### config.mk
export PLATFORM = sky130hd
export DESIGN_NAME = serial_adder
export DESIGN_NICKNAME = d
export VERILOG_FILES = /design/src/rtl/serial_adder.sv
export SDC_FILE = /design/constraint.sdc
export NUM_CORES = 1
export LEC_CHECK = 0
export BUFFER_PORTS_ARGS = -buffer_cell sky130_fd_sc_hd__buf_2
export CAP_MARGIN = 10
export CORE_UTILIZATION = 51
export CTS_BUF_LIST = sky130_fd_sc_hd__clkbuf_16
export CTS_CLUSTER_SIZE = 12
export DETAILED_ROUTE_END_ITERATION = 10
export GPL_TIMING_DRIVEN = 0
export MAX_ROUTING_LAYER = met4
export PLACE_DENSITY = 0.76
export SLEW_MARGIN = 20
export SYNTH_ARGS = -nofsm -noshare
export SYNTH_HDL_FRONTEND = slang
export SYNTH_SLANG_ARGS = --single-unit
export TNS_END_PERCENT = 20
### constraint.sdc
create_clock -name clk -period 2.2 [get_ports clk]
set_input_delay 0 -clock clk [delete_from_list [all_inputs] [get_ports clk]]
set_output_delay 0 -clock clk [all_outputs]
set_load 0.02 [all_outputs]
### src/rtl/serial_adder.sv
// serial_adder: bit-serial adder that reuses one full-adder slice for WIDTH cycles.
// Operands are captured on start and processed LSB-first, with the carry kept in a
// register between cycles. The result and a one-cycle done strobe are registered.
// Optional feature: define SERIAL_ADDER_OVF_EN to add the signed Overflow output.
module serial_adder #(
   parameter int WIDTH = 8
) (
   input  logic             clk,
   input  logic             rst,
   input  logic             start,
   input  logic [WIDTH-1:0] A,
   input  logic [WIDTH-1:0] B,
   input  logic             Cin,
   output logic             busy,
   output logic             done,
   output logic [WIDTH-1:0] Sum,
   output logic             Carry
`ifdef SERIAL_ADDER_OVF_EN
   ,
   output logic             Overflow
`endif
);

   localparam int CW = (WIDTH > 1) ? $clog2(WIDTH) : 1;
   localparam logic [CW-1:0] LAST = CW'(WIDTH - 1);

   typedef enum logic [1:0] {
      IDLE  = 2'd0,
      SHIFT = 2'd1,
      DONE  = 2'd2
   } state_t;

   state_t           state;
   logic [WIDTH-1:0] a_sr;
   logic [WIDTH-1:0] b_sr;
   logic [WIDTH-1:0] sum_sr;
   logic             c;
   logic [CW-1:0]    cnt;
   logic             s;
   logic             c_next;

`ifdef SERIAL_ADDER_OVF_EN
   // Carry into the MSB position, latched during the final SHIFT cycle.
   logic             c_msb;
`endif

   // The single full-adder slice operating on the current LSBs.
   assign s      = a_sr[0] ^ b_sr[0] ^ c;
   assign c_next = (a_sr[0] & b_sr[0]) | ((a_sr[0] ^ b_sr[0]) & c);

   // Control FSM plus datapath registers; results change only in DONE.
   always_ff @(posedge clk) begin
      if (rst) begin
         state  <= IDLE;
         a_sr   <= '0;
         b_sr   <= '0;
         sum_sr <= '0;
         c      <= 1'b0;
         cnt    <= '0;
         busy   <= 1'b0;
         done   <= 1'b0;
         Sum    <= '0;
         Carry  <= 1'b0;
`ifdef SERIAL_ADDER_OVF_EN
         c_msb    <= 1'b0;
         Overflow <= 1'b0;
`endif
      end else begin
         done <= 1'b0;
         case (state)
            IDLE: begin
               if (start) begin
                  a_sr  <= A;
                  b_sr  <= B;
                  c     <= Cin;
                  cnt   <= '0;
                  busy  <= 1'b1;
                  state <= SHIFT;
               end
            end
            SHIFT: begin
               sum_sr <= {s, sum_sr[WIDTH-1:1]};
               a_sr   <= a_sr >> 1;
               b_sr   <= b_sr >> 1;
               c      <= c_next;
               if (cnt == LAST) begin
                  // Counter stops at WIDTH-1 rather than wrapping.
`ifdef SERIAL_ADDER_OVF_EN
                  c_msb <= c;
`endif
                  state <= DONE;
               end else begin
                  cnt <= cnt + 1'b1;
               end
            end
            DONE: begin
               Sum   <= sum_sr;
               Carry <= c;
`ifdef SERIAL_ADDER_OVF_EN
               Overflow <= c_msb ^ c;
`endif
               done  <= 1'b1;
               busy  <= 1'b0;
               state <= IDLE;
            end
            default: state <= IDLE;
         endcase
      end
   end

endmodule

==> results of run 1 <==
## logic make-up after synthesis
| family | share of synthesized area |
|---|---|
| compound gates | 0.198 |
| fa+ha+maj | 0.0258 |
| buf+inv | 0.0552 |
| flops | 0.470 |
| mux | 0.0860 |
| simple gates | 0.165 |
## placed cells by master (no fill, tap or decap)
cell and n:
fa_1 1, nor3_1 1, ha_1 2, dfxtp_1 41
nand2_1 37, a211oi_2 15, nand3_1 4, buf_1 1
a31oi_1 3, a22oi_1 2, buf_2 34, clkinvlp_4 1
buf_4 4, nor3b_1 1, nand2b_1 2, a21oi_1 19
o21bai_2 1, a211oi_1 1, clkinv_2 2, nor2_1 19
nor3b_2 1, buf_6 2, clkbuf_1 3, nor4b_1 1
o21ba_2 1, inv_1 1, dlygate4sd3_1 2, nor2b_1 2
mux2i_1 15, clkbuf_16 5
## final cells by class
class / count / area, um2 / area share
Tap cell: 44 / 55.1 / 0.0261
Timing Repair Buffer: 31 / 165 / 0.0783
Multi-Input combinational cell: 128 / 830 / 0.393
Clock buffer: 5 / 125 / 0.0593
Sequential cell: 41 / 821 / 0.389
Buffer: 15 / 92.6 / 0.0439
Inverter: 1 / 3.75 / 0.00178
Clock inverter: 3 / 17.5 / 0.00830
## registers in the layout (all words and copies together) (netlist names)
name	flops
Carry	1
Sum	8
a_sr	8
b_sr	8
busy	1
c	1
cnt	3
done	1
state	2
sum_sr	8
## synthesized netlist by cell type, drive strengths merged
cell type	number	area, um2
a211oi	16	195
a21oi	19	95.1
a22oi	2	15.0
a31oi	3	18.8
buf	12	81.3
clkbuf	3	11.3
dfxtp	41	821
fa	1	20.0
ha	2	25.0
inv	1	3.75
mux2i	15	150
nand2	37	139
nand2b	2	12.5
nand3	4	20.0
nor2	19	71.3
nor2b	2	12.5
nor3	1	5.00
nor3b	2	20.0
nor4b	1	8.76
o21ba	1	10.0
o21bai	1	11.3
## per-stage QoR
step                      worst slack, ns  instances
after floorplan                     0.994        185
after global placement              0.930        258
after detailed placement            0.855        258
after CTS                           0.836        268
after global routing                0.735        268
final                               0.833        268
## power breakdown
part	total [mW]	internal [mW]	switching [mW]	leakage, nW
logic	0.183	0.0838	0.0990	0.448
clock network	0.705	0.415	0.290	0.0696
registers	0.798	0.777	0.0211	0.335
## routing by layer
layer	GRT usage	up-vias	wire (um)
li1	-	709	-
met1	0.262	687	1580
met2	0.349	31	1670
met3	0.0704	7	156
met4	0.0974	0	51
met5	-	-	0
## worst reg2reg max path: stages (launching register included)
cell,delay [ns]
dfxtp_1,0.34
ha_1,0.21
ha_1,0.26
nor4b_1,0.29
a31oi_1,0.07
a21oi_1,0.13
## worst max-delay path by stage
stage / end / slack (ns) / from / cells past startpoint
after global placement: cnt[0] / 0.93 / cnt[0] / 5
after global routing: cnt[0] / 0.73 / cnt[0] / 5
after floorplan: cnt[0] / 0.99 / cnt[0] / 5
after detailed placement: cnt[0] / 0.85 / cnt[0] / 5
final: cnt[0] / 0.83 / cnt[0] / 5
after CTS: cnt[0] / 0.84 / cnt[0] / 5
==> summary.txt, run 1 <==
Outcome
  – Outcome: completed

Min path
  – Hold Path End: state[0]
  – HP Start: rst
  – Worst hold path type: in2reg
  – Cells on Worst Hold Path: 2

Layout
  – Share of post-route cells with drive strength above 1: 0.295
  – Area grow syn2layout: 20.8%
  – Diodes inserted: 0
  – Layout Utilization: 0.669
  – Final instance area: 2110 um2
  – Fill cells: 275
  – Final #Nets: 246

STA
  – Fmax: 732 MHz
  – Slew @ Worst Pin: 0.465 ns
  – Total negative slack: 0 ns
  – Worst hold margin: 0.0380 ns
  – Min Tclk post-route: 1.37 ns
  – Final Hold Vio Count: 0
  – Clock skew: 0.00341 ns
  – Final Max Slew Viols: 0
  – Endpoints failing setup: 0
  – Slew HR: 0.690
  – Unrepaired setup endpoints after global routing: no
  – Period utilization: 0.621

Routing
  – First DRT Iteration DRCs: 67
  – Antenna-violating nets left: 0
  – Post-Route WL: 3.46 mm
  – Pre-antenna DRT Iters: 6
  – Via count: 1434
  – DR WL/cell: 12.9 um
  – Vias per cell: 5.35
  – Remaining DRCs: 0

Clocking
  – CTS H-tree lvls: 2
  – Setup repair bufs after CTS: 0
  – CTS resizes: 0
  – Clock-pin slew of the registers on the worst-case setup and hold paths: 0.06 ns
  – Clk_lat worst skew: 0.28 ns
  – Root Buffer: clkbuf_16
  – Post-CTS Hold Buffers: 2
  – CTS tree: done
  – Num CTS Buffers: 5
  – Clock Sinks: 41
  – CTS Buffer Depth: 2

Worst setup path
  – Most used cell, CP: ha_1
  – Crit path cell chain: ha_1 > ha_1 > nor4b_1 > a31oi_1 > a21oi_1
  – Buf/Inv on CP: 0
  – Max FO, Critical Path: 7
  – Worst setup SP type: flip-flop
  – R2R Setup Slk: 0.83 ns
  – Slowest Stage Delay on Critical Path: 0.34 ns
  – FF-to-FF End: cnt[0]
  – WP data required: 2.41 ns
  – CP arrival: 1.58 ns
  – Slowest stage cell, crit path: dfxtp_1
  – Reg2reg path depth: 5
  – Worst r2r src: cnt[0]
  – CP top delay family: adder cells
  – Critical path class: reg2reg
  – CP Capture Type: flip-flop

Placed design
  – GP Congestion: 0.799
  – Hpwl dp: 2.43 mm
  – DP Area: 1950 um2
  – # port buffers: 29

Floorplanning
  – Top Ports: 31
  – CORE AREA: 3150 um2
  – Die Span X: 60.5 um
  – Chip Height: 60.5 um
  – Cell row count: 20
  – Die area: 3660 um2
  – Starting Density: 0.554

Power
  – Maximum vdd ir drop: 0.479 mV
  – Total power: 1.69 mW
  – P_leak: 0.852 nW
  – PwrDens: 800 nW/um2

Logic synthesis
  – Syn Area/Cell: 9.44 um2
  – Cell variety after synth: 26
  – Net Count, Synth: 208
  – Synthesized cell area: 1750 um2
  – Synth Warn #: 0
  – Register area share after synthesis: 0.470
  – Post-synthesis cell count: 185
  – FF+latch count, synth: 41

Global routing
  – Vias in the first global route: 1299
  – Gr usage total: 0.222
  – Initial antenna violation count: 0
  – Total gr overflow: 0
  – Largest net degree at the start of global routing: 14
  – First-pass GRT wire length: 5.70 mm

Flow run
  – MaxCap Viol Count: 0
No activity file was read; power rests on OpenSTA's default activity.
==> inputs of run 2 (changes only) <==
--- a/config.mk
+++ b/config.mk
@@ -5,15 +5,16 @@
 export SDC_FILE = /design/constraint.sdc
 export NUM_CORES = 1
 export LEC_CHECK = 0
+export ABC_AREA = 1
 export BUFFER_PORTS_ARGS = -buffer_cell sky130_fd_sc_hd__buf_2
 export CAP_MARGIN = 10
-export CORE_UTILIZATION = 51
+export CORE_UTILIZATION = 50
 export CTS_BUF_LIST = sky130_fd_sc_hd__clkbuf_16
 export CTS_CLUSTER_SIZE = 12
 export DETAILED_ROUTE_END_ITERATION = 10
 export GPL_TIMING_DRIVEN = 0
 export MAX_ROUTING_LAYER = met4
-export PLACE_DENSITY = 0.76
+export PLACE_DENSITY = 0.77
 export SLEW_MARGIN = 20
 export SYNTH_ARGS = -nofsm -noshare
 export SYNTH_HDL_FRONTEND = slang
==> constraint.sdc (replaced) <==
create_clock -name clk -period 1.2 [get_ports clk]
set_input_delay 0 -clock clk [delete_from_list [all_inputs] [get_ports clk]]
set_output_delay 0 -clock clk [all_outputs]
set_load 0.02 [all_outputs]
==> run 2 against run 1 <==
Net effect:
- worst hold slack got worse by 0.033 ns
- setup slack got worse by 0.78 ns
- wire length grew 7.8%
==> summary.txt, run 2 <==
Outcome
  – Outcome: completed

Clocking
  – Clock-pin slew of the registers on the worst-case setup and hold paths: 0.05 ns (about the same)
  – CTS H-tree lvls: 2 (unchanged)
  – Root Buffer: clkbuf_16
  – Clock Sinks: 41 (unchanged)
  – Clk_lat worst skew: 0.28 ns (about the same)
  – CTS Buffer Depth: 2 (unchanged)
  – CTS tree: done
  – Num CTS Buffers: 5 (unchanged)

Routing
  – Via count: 1659 (+16%)
  – Vias per cell: 4.66 (-13%)
  – Pre-antenna DRT Iters: 4 (-2)
  – Remaining DRCs: 0 (unchanged)
  – Antenna-violating nets left: 0 (unchanged)
  – DR WL/cell: 10.5 um (-19%)
  – First DRT Iteration DRCs: 108 (+61%)
  – Post-Route WL: 3.73 mm (+7.8%)

Logic synthesis
  – Register area share after synthesis: 0.440 (-0.0296)
  – Syn Area/Cell: 6.93 um2 (-27%)
  – Main flop type after synthesis: dfxtp_1
  – FF+latch count, synth: 41 (unchanged)
  – Synth top area cells: dfxtp_1 (44%), nand2_1 (19%), nor2_1 (7.7%)
  – Post-synthesis cell count: 269 (+45%)
  – Yosys top cell area share: 0.440 (-0.0296)
  – Synth area leader: dfxtp_1
  – Cell variety after synth: 21 (-19%)
  – Synth Warn #: 0 (unchanged)
  – Cell with the most instances after synthesis: nand2_1
  – Top cells by count, synth: nand2_1 (93), dfxtp_1 (41), nor2_1 (38)
  – Synthesized cell area: 1860 um2 (+6.7%)
  – Asr flop ratio synth: 0 (unchanged)
  – Net Count, Synth: 292 (+40%)
  – Post-synth EDFFs: 0 (unchanged)

STA
  – Endpoints failing setup: 0 (unchanged)
  – Unrepaired setup endpoints after global routing: yes
  – Worst hold margin: 0.00462 ns (-0.0334 ns)
  – Clock skew: 0.00230 ns (-0.00111 ns)
  – Final Hold Vio Count: 0 (unchanged)
  – Min Tclk post-route: 1.15 ns (-0.219 ns)
  – Slew HR: 0.670 (-0.0208)
  – Final Max Slew Viols: 0 (unchanged)
  – Period utilization: 0.957 (+0.335)
  – Total negative slack: 0 ns (unchanged)
  – Slew @ Worst Pin: 0.496 ns (+0.0312 ns)
  – Fmax: 871 MHz (+19%)
  – Worst Slack Setup Final: 0.0518 ns (-0.781 ns)

Floorplanning
  – Die Span X: 63.1 um (+4.2%)
  – Starting Density: 0.542 (-0.0123)
  – Top Ports: 31 (unchanged)
  – Cell row count: 21 (+5.0%)
  – CORE AREA: 3440 um2 (+9.2%)
  – Chip Height: 63.1 um (+4.2%)
  – Die area: 3980 um2 (+8.6%)

Power
  – Switching Fraction: 0.251 (+0.00743)
  – Maximum vdd ir drop: 0.871 mV (+82%)
  – P_leak: 1.13 nW (+32%)
  – PwrDens: 1380 nW/um2 (+72%)
  – Pint: 2.38 mW (+86%)
  – Part of the power in registers: 0.471 (-0.002)
  – Net switching power: 796 uW (+94%)
  – Combinational power share: 0.138 (+0.030)
  – Clock power frac: 0.391 (-0.027)

Worst setup path
  – Critical path class: reg2reg
  – Worst r2r src: cnt[0]
  – WP data required: 1.37 ns (-1.04 ns)
  – CP arrival: 1.32 ns (-0.26 ns)
  – Crit path launch: cnt[0]
  – CP Capture Type: flip-flop
  – Max FO, Critical Path: 4 (-3)
  – Worst setup SP type: flip-flop

Layout
  – Final #Nets: 332 (+35%)
  – Diodes inserted: 0 (unchanged)
  – Fill cells: 316 (+15%)
  – Share of post-route cells with drive strength above 1: 0.258 (-0.0366)
  – Most common cell after layout, fill and taps aside: nand2_1
  – Area grow syn2layout: 23.7%
  – Final instance area: 2310 um2 (+9.3%)
  – Layout Utilization: 0.670 (+0.000890)
  – Most frequent cells in the layout: nand2_1 (92), dfxtp_1 (37), nor2_1 (35), buf_2 (31), inv_1 (25)

Global routing
  – Vias in the first global route: 1438 (+11%)
  – Initial antenna violation count: 0 (unchanged)
  – Gr usage total: 0.205 (-0.0171)
  – Total gr overflow: 0 (unchanged)
  – First-pass GRT wire length: 6.15 mm (+8.0%)
  – Largest net degree at the start of global routing: 13 (-1)

Placed design
  – Hpwl dp: 2.45 mm (+0.83%)
  – Place WS: -0.0168 ns (-0.872 ns)
  – # port buffers: 30 (+3.4%)
  – GP Congestion: 0.746 (-6.7%)
  – DP Area: 2070 um2 (+6.4%)

Min path
  – Worst hold path type: in2reg
  – HP Start: B[7]

Flow run
  – MaxCap Viol Count: 0 (unchanged)
run 2: changes by cell type in the layout (fill, tap and decap cells not counted), moves of 4 or more:
cell	before	now
dfxtp_1	41	37
mux2i_1	15	0
inv_1	1	25
nand2_1	37	92
inv_2	0	4
nor2_2	0	16
a21oi_1	19	6
nand3_1	4	14
nor2_1	19	35
a211oi_2	15	0
o21ai_0	0	10
run 2: power groups by stage:
stage / combinational, mW / sequential (mW) / clock, mW
2_1_floorplan: 0.312 / 1.51 / 0
3_3_place_gp: 0.404 / 1.52 / 0
3_5_place_dp: 0.411 / 1.52 / 0
4_1_cts: 0.420 / 1.49 / 1.28
5_1_grt: 0.505 / 1.51 / 1.33
6_report: 0.438 / 1.50 / 1.24
run 2: cell families (layout without fill, tap and decap cells):
logic type / after synthesis / in the layout / synth area share
DFF: 41 / 41 / 0.440
AOI/OAI and AO/OA: 20 / 20 / 0.0597
buffers and inverters: 40 / 81 / 0.107
and+or+nand+nor: 165 / 165 / 0.368
adders and majority gates: 3 / 3 / 0.0242
run 2: what timing repair did:
action / in CTS / in global routing
endpoints found under the setup margin: 5 / 24
pin swaps: 3 / 5
hold endpoints to repair: 5 / 0
cloned: 0 / 0
hold buffers: 2 / 0
buffers inserted: 0 / 1
resized for setup: 3 / 17
run 2: final timing paths:
kind	endpoint	slack [ns]	depth (start not counted)
worst max-delay path	cnt[0]	0.05	6
worst min-delay path	b_sr[7]	0.005	3
worst max register to register	cnt[0]	0.05	6
worst min register to register	sum_sr[0]	0.45	2
run 2: critical path, cell delays in order (launching register included):
cell and delay (ns):
dfxtp_2 0.33, ha_4 0.16, ha_4 0.16, a21oi_2 0.14, nand2_2 0.10, nor2_2 0.11, nor2_1 0.04
run 2: layout make-up:
class,count,area [um2],share of cell area
Buffer,11,91.3,0.0396
Clock buffer,5,125,0.0543
Clock inverter,3,12.5,0.00543
Inverter,29,109,0.0472
Multi-Input combinational cell,188,905,0.392
Sequential cell,41,828,0.359
Tap cell,46,57.6,0.0250
Timing Repair Buffer,33,178,0.0770
run 2: metrics by stage:
step / std cells / total power [mW]
after CTS: 355 / 3.19
after global placement: 345 / 1.92
after global routing: 356 / 3.35
after floorplan: 269 / 1.83
final: 356 / 3.18
after detailed placement: 345 / 1.93
run 2: per-layer routing:
layer  up-vias  global-route usage  share of wire
met5         -                   -              0
met2        37               0.316           0.46
met4         0              0.0872          0.012
li1        897                   -              -
met1       721               0.248           0.48
met3         4              0.0616          0.039
